<file path="src/rtl/bit_serial_multiplier_ctrl.sv">
`default_nettype none
// ============================================================================
// Module   : bit_serial_multiplier_ctrl
// Purpose  : Sequencer for a bit-serial multiplier slice array. Accepts one
//            pair of W-bit unsigned operands per transaction. It streams them
//            LSB-first into slice 0 as x/y/xy and drives the r token and the
//            last_bit pulse. It collects the 2W serial product bits from
//            p_bit into a parallel result, which it offers over valid/ready.
// Revision : 1.0 - initial release
// ----------------------------------------------------------------------------
// Parameters
//   W         operand width (product is 2W bits)
//   LAT       cycles from driving bit t on x/y to product bit t on p_bit
// Ports
//   clk       rising-edge clock
//   reset_n   asynchronous active-low reset
//   in_valid  operand pair a/b valid         in_ready  accepting (IDLE only)
//   a, b      multiplicand / multiplier (unsigned, W bits)
//   x_bit     serial multiplicand bit        y_bit     serial multiplier bit
//   xy_bit    x_bit & y_bit                  r_tok     pulse at bit 0
//   last_bit  pulse at bit 2W-1              p_bit     serial product bit in
//   out_valid p holds a complete product     out_ready consumer accepts p
//   p         parallel product (2W bits)     busy      RUN or DONE
// Configuration
//   BSM_CTRL_SELF_CHECK_EN : adds a sticky 'mismatch' output. It compares p
//   against a*b on entry to DONE, and an r_tok/last_bit exclusivity assertion.
// ============================================================================
module bit_serial_multiplier_ctrl #(
    parameter int W   = 8,
    parameter int LAT = 1
) (
    input  logic             clk,
    input  logic             reset_n,
    input  logic             in_valid,
    output logic             in_ready,
    input  logic [W-1:0]     a,
    input  logic [W-1:0]     b,
    output logic             x_bit,
    output logic             y_bit,
    output logic             xy_bit,
    output logic             r_tok,
    output logic             last_bit,
    input  logic             p_bit,
    output logic             out_valid,
    input  logic             out_ready,
    output logic [2*W-1:0]   p,
    output logic             busy
`ifdef BSM_CTRL_SELF_CHECK_EN
    ,
    output logic             mismatch
`endif
);

    localparam int c_cnt_w = $clog2(2*W + LAT + 1);

    // Last RUN cycle: the final product bit arrives here.
    localparam logic [c_cnt_w-1:0] c_final   = c_cnt_w'(2*W + LAT - 1);
    // last_bit is registered, so it is loaded one cycle before t = 2W-1.
    localparam logic [c_cnt_w-1:0] c_last_m1 = c_cnt_w'(2*W - 2);
    localparam logic [c_cnt_w-1:0] c_lat     = c_cnt_w'(LAT);

    localparam logic [1:0] c_st_idle = 2'd0;
    localparam logic [1:0] c_st_run  = 2'd1;
    localparam logic [1:0] c_st_done = 2'd2;

    logic [1:0]         r_state;
    logic [1:0]         w_state_next;
    logic [c_cnt_w-1:0] r_cnt;
    logic [W-1:0]       r_a_sh;
    logic [W-1:0]       r_b_sh;
    logic               r_x;
    logic               r_y;
    logic               r_xy;
    logic               r_tok_q;
    logic               r_last;
    logic [2*W-1:0]     r_p;
    logic               w_in_ready;
    logic               w_out_valid;
    logic               w_busy;

    // ------------------------------------------------------------------
    // State register
    // ------------------------------------------------------------------
    always_ff @(posedge clk or negedge reset_n) begin
        if (!reset_n) begin
            r_state <= c_st_idle;
        end else begin
            r_state <= w_state_next;
        end
    end

    // ------------------------------------------------------------------
    // Next-state logic
    // ------------------------------------------------------------------
    always_comb begin
        w_state_next = r_state;
        case (r_state)
            c_st_idle: if (in_valid)           w_state_next = c_st_run;
            c_st_run:  if (r_cnt == c_final)   w_state_next = c_st_done;
            c_st_done: if (out_ready)          w_state_next = c_st_idle;
            default:                           w_state_next = c_st_idle;
        endcase
    end

    // ------------------------------------------------------------------
    // State-decoded outputs (from the state register only, never inputs)
    // ------------------------------------------------------------------
    always_comb begin
        w_in_ready  = 1'b0;
        w_out_valid = 1'b0;
        w_busy      = 1'b0;
        case (r_state)
            c_st_idle: w_in_ready  = 1'b1;
            c_st_run:  w_busy      = 1'b1;
            c_st_done: begin
                w_out_valid = 1'b1;
                w_busy      = 1'b1;
            end
            default:   w_in_ready  = 1'b0;
        endcase
    end

    // ------------------------------------------------------------------
    // Datapath: serial streams, bit counter, product collection.
    // The operand shift registers hold the bits not yet presented, so each
    // registered x/y value is simply the next LSB; they run dry after W
    // shifts, which yields the zero padding for t >= W.
    // ------------------------------------------------------------------
    always_ff @(posedge clk or negedge reset_n) begin
        if (!reset_n) begin
            r_cnt   <= '0;
            r_a_sh  <= '0;
            r_b_sh  <= '0;
            r_x     <= 1'b0;
            r_y     <= 1'b0;
            r_xy    <= 1'b0;
            r_tok_q <= 1'b0;
            r_last  <= 1'b0;
            r_p     <= '0;
        end else begin
            case (r_state)
                c_st_idle: begin
                    if (in_valid) begin
                        r_cnt   <= '0;
                        r_a_sh  <= a >> 1;
                        r_b_sh  <= b >> 1;
                        r_x     <= a[0];
                        r_y     <= b[0];
                        r_xy    <= a[0] & b[0];
                        r_tok_q <= 1'b1;
                        r_last  <= 1'b0;
                        r_p     <= '0;
                    end
                end
                c_st_run: begin
                    r_x     <= r_a_sh[0];
                    r_y     <= r_b_sh[0];
                    r_xy    <= r_a_sh[0] & r_b_sh[0];
                    r_a_sh  <= r_a_sh >> 1;
                    r_b_sh  <= r_b_sh >> 1;
                    r_tok_q <= 1'b0;
                    r_last  <= (r_cnt == c_last_m1);
                    // Product bits arrive LSB first; shifting in at the MSB
                    // lands bit 0 at p[0] after exactly 2W captures.
                    if (r_cnt >= c_lat) begin
                        r_p <= {p_bit, r_p[2*W-1:1]};
                    end
                    if (r_cnt == c_final) begin
                        r_cnt <= '0;
                    end else begin
                        r_cnt <= r_cnt + 1'b1;
                    end
                end
                default: begin
                    // DONE: hold p stable until the consumer takes it.
                end
            endcase
        end
    end

    assign in_ready  = w_in_ready;
    assign out_valid = w_out_valid;
    assign busy      = w_busy;
    assign x_bit     = r_x;
    assign y_bit     = r_y;
    assign xy_bit    = r_xy;
    assign r_tok     = r_tok_q;
    assign last_bit  = r_last;
    assign p         = r_p;

`ifdef BSM_CTRL_SELF_CHECK_EN
    // ------------------------------------------------------------------
    // Reference multiplier: compares the completed product on DONE entry.
    // ------------------------------------------------------------------
    logic [W-1:0]   r_a;
    logic [W-1:0]   r_b;
    logic           r_mismatch;
    logic [2*W-1:0] w_p_final;
    logic [2*W-1:0] w_ref;

    // Value r_p takes on the RUN->DONE edge, including the last bit.
    assign w_p_final = {p_bit, r_p[2*W-1:1]};
    assign w_ref     = {{W{1'b0}}, r_a} * {{W{1'b0}}, r_b};

    always_ff @(posedge clk or negedge reset_n) begin
        if (!reset_n) begin
            r_a        <= '0;
            r_b        <= '0;
            r_mismatch <= 1'b0;
        end else begin
            if ((r_state == c_st_idle) && in_valid) begin
                r_a <= a;
                r_b <= b;
            end
            if ((r_state == c_st_run) && (r_cnt == c_final) && (w_p_final != w_ref)) begin
                r_mismatch <= 1'b1;
            end
        end
    end

    assign mismatch = r_mismatch;

    generate
        if (W >= 1) begin : g_tok_last_chk
            a_tok_last_excl: assert property (@(posedge clk) disable iff (!reset_n)
                !(r_tok_q && r_last));
        end
    endgenerate
`endif

endmodule
`default_nettype wire

</file>
<file path="config.mk">
export PLATFORM = sky130hd
export DESIGN_NAME = bit_serial_multiplier_ctrl
export DESIGN_NICKNAME = d
export VERILOG_FILES = /design/src/rtl/bit_serial_multiplier_ctrl.sv
export SDC_FILE = /design/constraint.sdc
export NUM_CORES = 1
export LEC_CHECK = 0
export CAP_MARGIN = 20
export CORE_MARGIN = 1
export CORE_UTILIZATION = 40
export DETAILED_ROUTE_END_ITERATION = 16
export GPL_TIMING_DRIVEN = 0
export PLACE_DENSITY = 0.65
export SETUP_SLACK_MARGIN = 0.3
export SLEW_MARGIN = 0
export SYNTH_ARGS = -nofsm -noshare
export SYNTH_HDL_FRONTEND = slang
export SYNTH_SLANG_ARGS = --single-unit
</file>
<file path="constraint.sdc">
create_clock -name clk -period 2.3 [get_ports clk]
set_input_delay 0.345 -clock clk [delete_from_list [all_inputs] [get_ports clk]]
set_output_delay 0.345 -clock clk [all_outputs]
set_load 0.05 [all_outputs]
</file>
==> results_dict.tcl <==
set metrics [dict create \
    synth_top_area_cell "dfrtp_1" \
    highest-signal-layer "met4" \
    crit_path_end_kind "output port" \
    clk_latency_ns 0.29 \
    relSlewSlack 0.658 \
    io_pins 45 \
    gp_congestion 0.760 \
    core_area_mm2 0.00488 \
    wl_met3_um 240 \
    synth_top_area_frac 0.505 \
    cp_data_arrival_time_ns 1.54 \
    layout.nets 288 \
    numCtsBuffers 5 \
    die_area_mm2 0.00550 \
    syn-num-nets 235 \
    dpl_cell_area_mm2 0.00262 \
    port_buffers 44 \
    synth.cell_area_mm2 0.00208 \
    rsz0062_at_grt "no" \
    fin_crit_ns 1.89 \
    cts_tree "done" \
    final.period_utilization 0.820 \
    grt_pass1_vias 1539 \
    core.rowCount 25 \
    synth_seq_cells 42 \
    cp-start-kind "flip-flop" \
    clock-sinks 42 \
    hold-worst-slack_ns 0.483 \
    avgSynthCellArea_um2 10.2 \
    final_antenna_net_count 0 \
    wire_per_inst_um 13.2 \
    die_w_um 74.1 \
    grt_usage 0.168 \
    drcViolationCount 0 \
    status "complete, no violations" \
    synth_cell_types 34 \
    p_total_w 0.00336 \
    postCtsSetupBuffers 0 \
    antenna_found_initial 0 \
    fill_cells 468 \
    setup-violations-final 0 \
    fin_worst_skew_ns 0.0103 \
    clockBufferDepth 2 \
    hold_class "reg2reg" \
    finish.utilization 0.563 \
    fp.dieH_um 74.1 \
    r2r_cells 6 \
    worstSetupPathType "reg2out" \
    grt_max_degree 27 \
    cts.htree.levels 2 \
    final_cells 326 \
    first_pass_iters 4 \
    drv_cap 0 \
    required_ns 1.96 \
    grt_pass1_wl_um 7030 \
    wl_met1_um 2140 \
    final_hold_viol_count 0 \
    layout-drive-gt1-share 0.154 \
    start_util 0.427 \
    dp_cells 317 \
    met2WireLength_um 1890 \
    netlist_top_cells_area "dfrtp_1 (50%), nand2_1 (9.9%), mux2i_1 (6.3%)" \
    max_freq_mhz 530 \
    slew_viol_final 0 \
    min_path_cells 2 \
    drt_iter0_markers 81 \
    power_density_mw_per_mm2 1230 \
    path_clk_slew_ns 0.09 \
    ir_drop_mv 0.517 \
    final_area_mm2 0.00275 \
    antenna_cells 0 \
    hpwl_um 3070 \
    p_leak_nw 1.20 \
    grt-ovfl-total 0 \
    seq_area_frac_synth 0.505 \
    wirelength_um 4310 \
    vias_per_cell 4.91 \
    cts_root_buf "clkbuf_8" \
    worstPathMaxFanout 4 \
    dr_total_vias 1602 \
    ys_warn_count 0 \
    area_growth_pct 31.9 \
    tightestPinTransition_ns 0.511 \
    synthCells 205 \
]
## state kept, by name, summed over array words and instances, names as in the netlist
name / cells
x_bit: 1
r_state: 2
p: 16
last_bit: 1
y_bit: 1
r_tok: 1
r_cnt: 5
r_b_sh: 7
xy_bit: 1
r_a_sh: 7
## worst max-delay path, cell delays in order (launching register included)
cell and delay (ns):
dfrtp_1 0.42, inv_1 0.13, ha_1 0.17, dlygate4sd2_1 0.53
## per-stage QoR
stage,setup slack (ns),setup TNS [ns]
2_1_floorplan,0.450,0
3_3_place_gp,-0.246,-10.27
3_5_place_dp,0.357,0
4_1_cts,0.293,0
5_1_grt,0.307,0
6_report,0.415,0
## synthesized netlist by cell type
| cell | n |
|---|---|
| nand2_1 | 55 |
| dfrtp_1 | 42 |
| o21ai_0 | 21 |
| o21ai_2 | 14 |
| mux2i_1 | 13 |
| ha_1 | 9 |
| inv_1 | 8 |
| buf_2 | 5 |
| nor2b_1 | 4 |
| buf_6 | 3 |
| a21oi_1 | 2 |
| a31oi_1 | 2 |
| clkbuf_1 | 2 |
| nand2b_1 | 2 |
| nand3_1 | 2 |
| nor2_1 | 2 |
| nor3_1 | 2 |
| a21o_1 | 1 |
| a221oi_1 | 1 |
| a22o_1 | 1 |
| a22oi_1 | 1 |
| a41o_1 | 1 |
| and2_1 | 1 |
| and2b_1 | 1 |
| buf_4 | 1 |
| mux2_1 | 1 |
| mux2_2 | 1 |
| mux2i_2 | 1 |
| nand4_1 | 1 |
| o2bb2a_1 | 1 |
| o31ai_1 | 1 |
| o31ai_4 | 1 |
| o41ai_1 | 1 |
| o41ai_2 | 1 |
## final cells by class
cell class,count,area [µm²],share of cell area
Sequential cell,42,1050,0.383
Clock buffer,6,72.6,0.0264
Buffer,11,77.6,0.0283
Inverter,8,30.0,0.0109
Multi-Input combinational cell,144,938,0.342
Timing Repair Buffer,46,454,0.165
Tap cell,67,83.8,0.0305
Clock inverter,2,37.5,0.0137
## path summary, 6_finish.rpt
path,startpoint,endpoint,slack [ns]
worst max-delay path,r_state[0]$_DFFE_PN0P_,out_valid,0.41
worst max register to register,r_state[1]$_DFFE_PN0P_,y_bit$_DFFE_PN0P_,0.47
min in group asynchronous,reset_n,r_state[1]$_DFFE_PN0P_,0.50
worst min-delay path,r_b_sh[3]$_DFFE_PN0P_,r_b_sh[3]$_DFFE_PN0P_,0.48
max in group asynchronous,reset_n,r_a_sh[5]$_DFFE_PN0P_,1.32
worst min register to register,r_b_sh[3]$_DFFE_PN0P_,r_b_sh[3]$_DFFE_PN0P_,0.48
## logic make-up (layout without fill, tap and decap cells)
logic type                 Yosys count  in the layout  share of synthesized area
AOI/OAI and AO/OA                   49             49                      0.171
adders and majority gates            9              9                     0.0541
buffers and inverters               19             73                     0.0499
DFF                                 42             42                      0.505
muxes                               16             16                     0.0799
and+or+nand+nor                     70             70                      0.140
## routing by layer
layer	vias up	GRT usage
li1	798	-
met1	761	0.240
met2	39	0.245
met3	4	0.0515
met4	0	0.0534
met5	-	0
## layout by cell type, fill, tap and decap left out, drive strengths merged
master / count
a21o: 1
a21oi: 2
a221oi: 1
a22o: 1
a22oi: 1
a31oi: 2
a41o: 1
and2: 1
and2b: 1
buf: 10
bufinv: 1
clkbuf: 11
clkdlybuf4s50: 40
clkinvlp: 1
dfrtp: 42
dlygate4sd2: 1
dlygate4sd3: 1
ha: 9
inv: 8
mux2: 2
mux2i: 14
nand2: 55
nand2b: 2
nand3: 2
nand4: 1
nor2: 2
nor2b: 4
nor3: 2
o21ai: 35
o2bb2a: 1
o31ai: 2
o41ai: 2
## report_power, final
group          switching, W  total (W)  internal (W)
logic               0.00108    0.00170      0.000620
clock network      0.000260   0.000584      0.000324
registers          0.000133    0.00108      0.000944
## repair_timing
| action | 4_1_cts | 5_1_grt |
|---|---|---|
| endpoints found under the hold margin | 16 | 0 |
| cloned | 0 | 0 |
| endpoints found under the setup margin | 3 | 34 |
| gates resized for setup | 3 | 8 |
| hold buffers | 1 | 0 |
(Power assumes the default switching activity.)
